File: src/rtl/rr_mux_if.sv
// Handshake bundle for rr_mux_reg: K valid/ready input channels and one registered output.
// The lock signal exists only when RR_MUX_LOCK_EN is defined.
interface rr_mux_if #(
    parameter int unsigned N = 32,
    parameter int unsigned K = 4
);
    localparam int unsigned SELW = $clog2(K);

    logic [K-1:0]   in_valid;
    logic [K*N-1:0] in_data;
    logic [K-1:0]   in_ready;
    logic           out_valid;
    logic [N-1:0]   out_data;
    logic [SELW-1:0] out_sel;
    logic           out_ready;
`ifdef RR_MUX_LOCK_EN
    logic           lock;

    modport slave (
        input  in_valid, in_data, out_ready, lock,
        output in_ready, out_valid, out_data, out_sel
    );

    modport master (
        output in_valid, in_data, out_ready, lock,
        input  in_ready, out_valid, out_data, out_sel
    );
`else
    modport slave (
        input  in_valid, in_data, out_ready,
        output in_ready, out_valid, out_data, out_sel
    );

    modport master (
        output in_valid, in_data, out_ready,
        input  in_ready, out_valid, out_data, out_sel
    );
`endif
endinterface

File: src/rtl/rr_mux_reg.sv
// K-input round-robin arbitrating mux with a full-throughput output register.
// Optional grant locking for atomic multi-beat sequences under RR_MUX_LOCK_EN.
module rr_mux_reg #(
    parameter int unsigned N = 32,
    parameter int unsigned K = 4
) (
    input  logic     clk,
    input  logic     rst,
    rr_mux_if.slave  bus
);
    localparam int unsigned SELW = $clog2(K);

    logic [SELW-1:0] ptr;
    logic [SELW-1:0] ptr_next;
    logic [SELW-1:0] grant_idx;
    logic [SELW-1:0] cand;
    logic            grant_found;
    logic            load_c;
    logic            xfer_c;

    logic            valid_q;
    logic [N-1:0]    data_q;
    logic [SELW-1:0] sel_q;

`ifdef RR_MUX_LOCK_EN
    logic            locked;
    logic [SELW-1:0] lock_ch;
`endif

    // First valid channel at or after ptr, wrapping explicitly at K-1
    always_comb begin
        grant_found = 1'b0;
        grant_idx   = '0;
        cand        = '0;
        for (int unsigned off = 0; off < K; off++) begin
            cand = (32'(ptr) + off >= K) ? SELW'(32'(ptr) + off - K) : SELW'(32'(ptr) + off);
            if (!grant_found && bus.in_valid[cand]) begin
                grant_found = 1'b1;
                grant_idx   = cand;
            end
        end
`ifdef RR_MUX_LOCK_EN
        // A held lock pins the grant even when that channel is idle
        if (locked) begin
            grant_found = 1'b1;
            grant_idx   = lock_ch;
        end
`endif
    end

    assign load_c   = !valid_q || bus.out_ready;
    assign xfer_c   = grant_found && load_c && !rst && bus.in_valid[grant_idx];
    assign ptr_next = (grant_idx == SELW'(K - 1)) ? '0 : grant_idx + SELW'(1);

    assign bus.in_ready  = (grant_found && load_c && !rst) ? (K'(1) << grant_idx) : '0;
    assign bus.out_valid = valid_q;
    assign bus.out_data  = data_q;
    assign bus.out_sel   = sel_q;

    // Output register: refill on transfer, otherwise drain when downstream accepts
    always_ff @(posedge clk) begin
        if (rst) begin
            valid_q <= 1'b0;
            data_q  <= '0;
            sel_q   <= '0;
        end else if (xfer_c) begin
            valid_q <= 1'b1;
            data_q  <= bus.in_data[32'(grant_idx)*N +: N];
            sel_q   <= grant_idx;
        end else if (bus.out_ready) begin
            valid_q <= 1'b0;
        end
    end

    // Arbitration state; pointer moves past the winner unless the grant is being locked
    always_ff @(posedge clk) begin
        if (rst) begin
            ptr     <= '0;
`ifdef RR_MUX_LOCK_EN
            locked  <= 1'b0;
            lock_ch <= '0;
`endif
        end else if (xfer_c) begin
`ifdef RR_MUX_LOCK_EN
            if (bus.lock) begin
                locked  <= 1'b1;
                lock_ch <= grant_idx;
            end else begin
                locked  <= 1'b0;
                ptr     <= ptr_next;
            end
`else
            ptr <= ptr_next;
`endif
        end
    end

endmodule

File: src/flat_wrapper.sv
// flat-port wrapper written by rule: the top's interface ports become plain ports
module rr_mux_reg_flat 
#(
    parameter int unsigned N = 32,
    parameter int unsigned K = 4
)
  (clk, rst, bus_in_valid, bus_in_data, bus_out_ready, bus_in_ready, bus_out_valid, bus_out_data, bus_out_sel);
  rr_mux_if #(.N(N), .K(K)) bus_i ();
  input  logic clk;
  input  logic rst;
  input wire logic [$bits(bus_i.in_valid)-1:0] bus_in_valid;
  input wire logic [$bits(bus_i.in_data)-1:0] bus_in_data;
  input wire logic [$bits(bus_i.out_ready)-1:0] bus_out_ready;
  output wire logic [$bits(bus_i.in_ready)-1:0] bus_in_ready;
  output wire logic [$bits(bus_i.out_valid)-1:0] bus_out_valid;
  output wire logic [$bits(bus_i.out_data)-1:0] bus_out_data;
  output wire logic [$bits(bus_i.out_sel)-1:0] bus_out_sel;
  assign bus_i.in_valid = bus_in_valid;
  assign bus_i.in_data = bus_in_data;
  assign bus_i.out_ready = bus_out_ready;
  assign bus_in_ready = bus_i.in_ready;
  assign bus_out_valid = bus_i.out_valid;
  assign bus_out_data = bus_i.out_data;
  assign bus_out_sel = bus_i.out_sel;
  rr_mux_reg #(.N(N), .K(K)) u_core (.clk(clk), .rst(rst), .bus(bus_i));
endmodule
File: config.mk
export PLATFORM = sky130hd
export DESIGN_NAME = rr_mux_reg_flat
export DESIGN_NICKNAME = d
export VERILOG_FILES = /design/src/rtl/rr_mux_if.sv /design/src/rtl/rr_mux_reg.sv /design/src/flat_wrapper.sv
export SDC_FILE = /design/constraint.sdc
export NUM_CORES = 1
export LEC_CHECK = 0
export CORE_ASPECT_RATIO = 0.9
export CORE_MARGIN = 1.5
export CORE_UTILIZATION = 36
export DETAILED_ROUTE_END_ITERATION = 7
export GPL_TIMING_DRIVEN = 0
export PLACE_DENSITY_LB_ADDON = 0.15
export SLEW_MARGIN = 30
export SYNTH_ARGS = -nofsm -noshare
export SYNTH_HDL_FRONTEND = slang
export SYNTH_SLANG_ARGS = --single-unit
File: constraint.sdc
create_clock -name clk -period 3.1 [get_ports clk]
set_input_delay 0.93 -clock clk [delete_from_list [all_inputs] [get_ports clk]]
set_output_delay 0.93 -clock clk [all_outputs]
set_load 0.005 [all_outputs]
* Word-level counts from Yosys, hierarchy flattened
Cells that the tools add are included.
W data, S select, Z words.
** Cells by class
- Equal/unequal tests :: 1
- Shift operators :: 2
- Add/subtract/negate cells :: 8
- Magnitude comparators :: 9
- Multiplexer cells :: 26
- Reduce and logical (&&, ||, !) cells :: 13
** Operators by type and width (number)
- $shiftx A128 B8 Y32 :: 1
- $mux W2 :: 9
- $lt A2 B3 Y1 const B :: 5
- $mux W1 :: 11
- $bmux W1 S2 :: 5
- $ge A3 B3 Y1 const B :: 3
- $sub A2 B1 Y2 const B :: 4
- $add A2 B2 Y3 const B :: 2
- $logic_and A1 B1 Y1 :: 6
- $logic_not A1 Y1 :: 5
- $mux W4 :: 1
- $shl A1 B2 Y4 const A :: 1
- $add A2 B1 Y3 const B :: 1
- $ge A2 B3 Y1 const B :: 1
- $add A2 B1 Y2 const B :: 1
- $eq A2 B2 Y1 const B :: 1
- $reduce_bool A2 Y1 :: 1
- $logic_or A1 B1 Y1 :: 1
** Storage, ports and cells
- Input bits :: 135
- Output and inout port bits :: 39
- Bits in registers :: 37
- Logic and storage cells :: 63

* Logic depth before layout (Yosys ltp)
- Depth in word-level cells :: 18
- Gate-level depth with buffers :: 8
- Mapped depth without buffers :: 7

* Worst setup path before layout
No wires, ideal clock.
- Path kind :: input to output
- From :: input port bus_in_valid[0]
- To :: output port bus_in_ready[0]
- Arrival time :: 2081 ps
- Slack :: 89 ps
- Stages on the path :: 7
- Buffers on the path :: 2
- Data required time :: 2170 ps
- Cell sequence :: nor2b_4 -> o21ba_2 -> or2_1 -> buf_2 -> buf_2 -> ha_1 -> and2_1
** Between the ends
- Word-level cells in the longest chain between the ends :: 15
- Elaborated cells on any way between the ends :: 26
- Those cells by class :: shift (1); mux (17); reduce/logical (8)
** RTL lines
- from (decl) :: RTL line flat_wrapper.sv:11 : input wire logic [$bits(bus_i.in_valid)-1:0] bus_in_valid;
- $bmux W1 S2 :: RTL line rr_mux_reg.sv:37 : if (!grant_found && bus.in_valid[cand]) begin
- $mux W1 (implied by the code) :: RTL line rr_mux_reg.sv:37
- $mux W1 :: RTL line rr_mux_reg.sv:37
- $logic_not A1 Y1 :: RTL line rr_mux_reg.sv:37
- $logic_and A1 B1 Y1 :: RTL line rr_mux_reg.sv:37
- $mux W1 :: RTL line rr_mux_reg.sv:37
- $logic_not A1 Y1 :: RTL line rr_mux_reg.sv:37
- $logic_and A1 B1 Y1 :: RTL line rr_mux_reg.sv:37
- $mux W1 :: RTL line rr_mux_reg.sv:37
- $logic_not A1 Y1 :: RTL line rr_mux_reg.sv:37
- $logic_and A1 B1 Y1 :: RTL line rr_mux_reg.sv:37
- $mux W1 :: RTL line rr_mux_reg.sv:37
- $logic_and A1 B1 Y1 (2 in series) :: RTL line rr_mux_reg.sv:55 : assign bus.in_ready = (grant_found && load_c && !rst) ? (K'(1) << grant_idx) : '0;
- $mux W4 (*) :: RTL line rr_mux_reg.sv:55
- to (decl) :: RTL line flat_wrapper.sv:14 : output wire logic [$bits(bus_i.in_ready)-1:0] bus_in_ready;
Mark *: on every way between the ends. The rest lies on a longest branch, timed or not. The select of a mux whose other input is x is not followed.

* Final worst setup path
- From :: input port bus_in_valid[2]
- To :: output port bus_in_ready[1]
** Between the ends
- Elaborated cells on any way between the ends :: 26
- Those cells by class :: shift (1); mux (17); reduce/logical (8)
** RTL lines
- $bmux W1 S2 :: RTL line rr_mux_reg.sv:37
- $mux W1 (implied by the code) :: RTL line rr_mux_reg.sv:37
- $mux W1 :: RTL line rr_mux_reg.sv:37
- $logic_not A1 Y1 :: RTL line rr_mux_reg.sv:37
- $logic_and A1 B1 Y1 :: RTL line rr_mux_reg.sv:37
- $mux W1 :: RTL line rr_mux_reg.sv:37
- $logic_not A1 Y1 :: RTL line rr_mux_reg.sv:37
- $logic_and A1 B1 Y1 :: RTL line rr_mux_reg.sv:37
- $mux W1 :: RTL line rr_mux_reg.sv:37
- $logic_not A1 Y1 :: RTL line rr_mux_reg.sv:37
- $logic_and A1 B1 Y1 :: RTL line rr_mux_reg.sv:37
- $mux W2 (*) :: RTL line rr_mux_reg.sv:37
- via u_core.grant_idx[0] :: RTL line rr_mux_reg.sv:15 : logic [SELW-1:0] grant_idx;
- $shl A1 B2 Y4 (*) :: RTL line rr_mux_reg.sv:55
- $mux W4 (*) :: RTL line rr_mux_reg.sv:55
The timed path passes the listed nets; every way through them passes the cells marked *. The select of a mux whose other input is x is not followed.

==> metrics.yaml <==
final_layout:
  final_layout_size_suffix_gt1_share_pct: 16.1
  antennaDiodeCount: 0
  num-fill-cells: 506
  syn2layout_area_growth_pct: 86.1
  fin_nets: 636
global_routing:
  grtUsageTotal_pct: 25.4
  grt_max_degree: 12
  overflow: 0
  grt_pass1_vias: 3152
  antenna_found_initial: 0
  grt_pass1_wl_um: 15100
setup_path:
  crit_fanout: 4
  critical_path.max_stage_delay_ns: 0.33
  crit_required_ns: 2.17
  arrival_ns: 2.15
  crit_buf_inv: 4
  worst-setup-path-type: "primary input to output port"
  crit_family: "simple AND/OR/NAND/NOR gates"
  cp_slowest_cell: "nor4_4"
  cp_common_cell: "buf_6"
  crit_path_start_kind: "primary input"
  crit_chain: "buf_8, nor2b_4, nor4_4, nor2_4, inv_2, buf_6, ha_4, and2_4, buf_6"
  crit_start: "bus_in_valid[2]"
  r2r.worst_path.cells: 7
  r2r-end: "u_core.ptr[0]"
  ff2ff_setup_slack_ns: 1.12
  reg2reg_from: "u_core.ptr[1]"
  cp-end-kind: "output port"
power:
  comb_power_share_pct: 51.8
  p_int_mw: 1.31
  p_clk_share_pct: 16.9
  p_sw_mw: 0.677
  switching_share_pct: 34.1
  vdd_drop_max_uv: 218
  p_leak_nw: 1.86
  power_frac_seq_pct: 31.3
  power_density_nw_per_um2: 422
routing:
  drt-initial-drc-count: 105
  wl_um: 9670
  vias: 3124
  vias_per_cell: 5.31
  drc: 0
  drtPass1Iterations: 4
  route.antenna.remaining_nets: 0
  route.detailed.wl_per_inst_um: 16.4
cts:
  clockBufferDepth: 2
  h-tree-depth: 2
  ctsHoldBuffers: 0
  numClockSinks: 37
  cts-root-buf: "clkbuf_8"
  cts_tree: "yes"
  numCtsBuffers: 5
  cts.reportedPaths.clkPinSlew_ns: 0.08
  clkLatencyLatePin_ns: 0.29
die:
  die-area_um2: 7540
  start_util_pct: 37.8
  dieHeight_um: 82.5
  io_pins: 174
  rows: 28
  core_area_um2: 6690
  die_w_um: 91.4
hold_path:
  min-delay-start: "u_core.bus.out_data[31]"
  whs_path_depth: 2
  min_to: "u_core.bus.out_data[31]"
  min_path_type: "register to register"
status:
  status: "finished clean"
timing:
  slew_headroom_pct: 69.1
  hold_viol: 0
  period_share_pct: 99.3
  tns_ns: 0
  rsz0062_at_grt: "true"
  slew_violations: 0
  period_minus_slack_ns: 3.08
  worst_pin_slew_ns: 0.463
  worst_slack_ns: 0.0213
  fmax_mhz: 325
  fin_skew_ns: 0.00710
  setup_viol: 0
place:
  place_congestion: 0.832
  io_buffers: 172
  dp_hpwl_um: 6970
  post-place-ws_ns: -1.17
synth:
  syn_nets: 444
  syn_area_um2: 2530
  syn_inst: 305
  ys_types: 37
  ys_seq_area_share_pct: 29.3
  async_flop_share_pct: 0
  synthFlopType: "dfxtp_1"
  ys_warn_count: 0
  synth-seq-cells: 37
  syn_avg_cell_area_um2: 8.29
  synth_edf_count: 0
job:
  maxCapViolCount: 0
[worst min-delay path: cells and delay by family, from the launching register on]
family             cells  cell delay [ns]
AOI/OAI and AO/OA      1             0.08
DFF                    1             0.33
and+or+nand+nor        1             0.05
[Yosys cell counts, types with 2 or more instances]
library cell | instances | area [µm²]
and2_1 | 4 | 25.0
dfxtp_1 | 37 | 741
buf_4 | 3 | 22.5
buf_2 | 20 | 100
clkbuf_2 | 2 | 10.0
nand3_1 | 31 | 155
inv_1 | 2 | 7.51
a211o_1 | 32 | 280
o211ai_1 | 31 | 233
a21oi_1 | 5 | 25.0
nand2_1 | 36 | 135
or2_1 | 2 | 12.5
nor2_1 | 6 | 22.5
ha_1 | 4 | 50.1
mux2i_1 | 34 | 340
buf_6 | 3 | 33.8
o21ai_1 | 31 | 155
buf_1 | 3 | 11.3
[logic make-up after synthesis]
logic type      count (synthesis)  share of synthesized area [%]
mux                            34                           13.5
compound gates                105                           29.4
buf+inv                        34                           7.47
fa+ha+maj                       4                           1.98
flops                          37                           29.3
simple gates                   91                           18.4
[stage by stage]
step / power, mW / std cells / utilization (%) / hold slack, ns / area, µm²
3_3_place_gp: 1.54 / 567 / 65.2 / 0.455 / 4360
4_1_cts: 1.99 / 588 / 70.0 / 0.487 / 4680
6_report: 1.99 / 588 / 70.3 / 0.487 / 4710
3_5_place_dp: 1.55 / 567 / 65.2 / 0.468 / 4360
5_1_grt: 2.11 / 588 / 70.3 / 0.500 / 4710
2_1_floorplan: 1.08 / 305 / - / 0.467 / 2530
[final cells by class]
type | instances | area [µm²] | area share [%]
repair buffers | 187 | 1860 | 39.4
multi-input cells | 234 | 1720 | 36.6
flip-flops and latches | 37 | 741 | 15.7
plain buffers | 29 | 178 | 3.77
well taps | 90 | 113 | 2.39
clock buffers | 6 | 72.6 | 1.54
inverters | 3 | 13.8 | 0.292
clock inverters | 2 | 10.0 | 0.213
[power by group through the flow]
stage | logic (mW) | clock network (mW) | registers (mW)
2_1_floorplan | 0.453 | 0 | 0.631
3_3_place_gp | 0.914 | 0 | 0.622
3_5_place_dp | 0.926 | 0 | 0.625
4_1_cts | 1.03 | 0.342 | 0.620
5_1_grt | 1.11 | 0.365 | 0.633
6_report | 1.03 | 0.336 | 0.622
[cell usage in the layout (no fill, tap or decap), types with 4 or more instances in the layout]
cell type / count
nand2_1: 36
nor2_1: 4
buf_4: 16
mux2i_1: 34
nand3_1: 31
a21oi_1: 5
clkbuf_8: 5
buf_6: 8
dfxtp_1: 37
buf_2: 19
a211o_1: 32
clkdlybuf4s50_1: 164
o21ai_1: 30
o211ai_1: 31
[worst max-delay path by stage]
stage	to	slack (ns)	cells after the start
2_1_floorplan	bus_in_ready[0]	0.09	7
3_3_place_gp	bus_in_ready[0]	-1.13	8
3_5_place_dp	bus_in_ready[1]	-1.17	9
4_1_cts	bus_in_ready[1]	-0.01	8
5_1_grt	bus_in_ready[1]	-0.02	9
6_report	bus_in_ready[1]	0.02	9
[sequential cells by signal, summed over array words and instances (netlist names)]
signal,cells
u_core.bus.out_data,32
u_core.ptr,2
u_core.bus.out_sel,2
u_core.bus.out_valid,1
[layer usage]
layer	track usage, %	vias up	wire, µm
met3	8.06	10	892
li1	-	1522	-
met2	45.0	136	4720
met1	29.4	1456	3920
met4	8.13	0	139
met5	0	-	0
[what timing repair did]
item	4_1_cts	5_1_grt
gates resized for setup	73	9
pin swaps	15	8
setup buffers	14	1
endpoints found under the setup margin	4	3
Note: power is estimated with default switching activity, not from simulation.
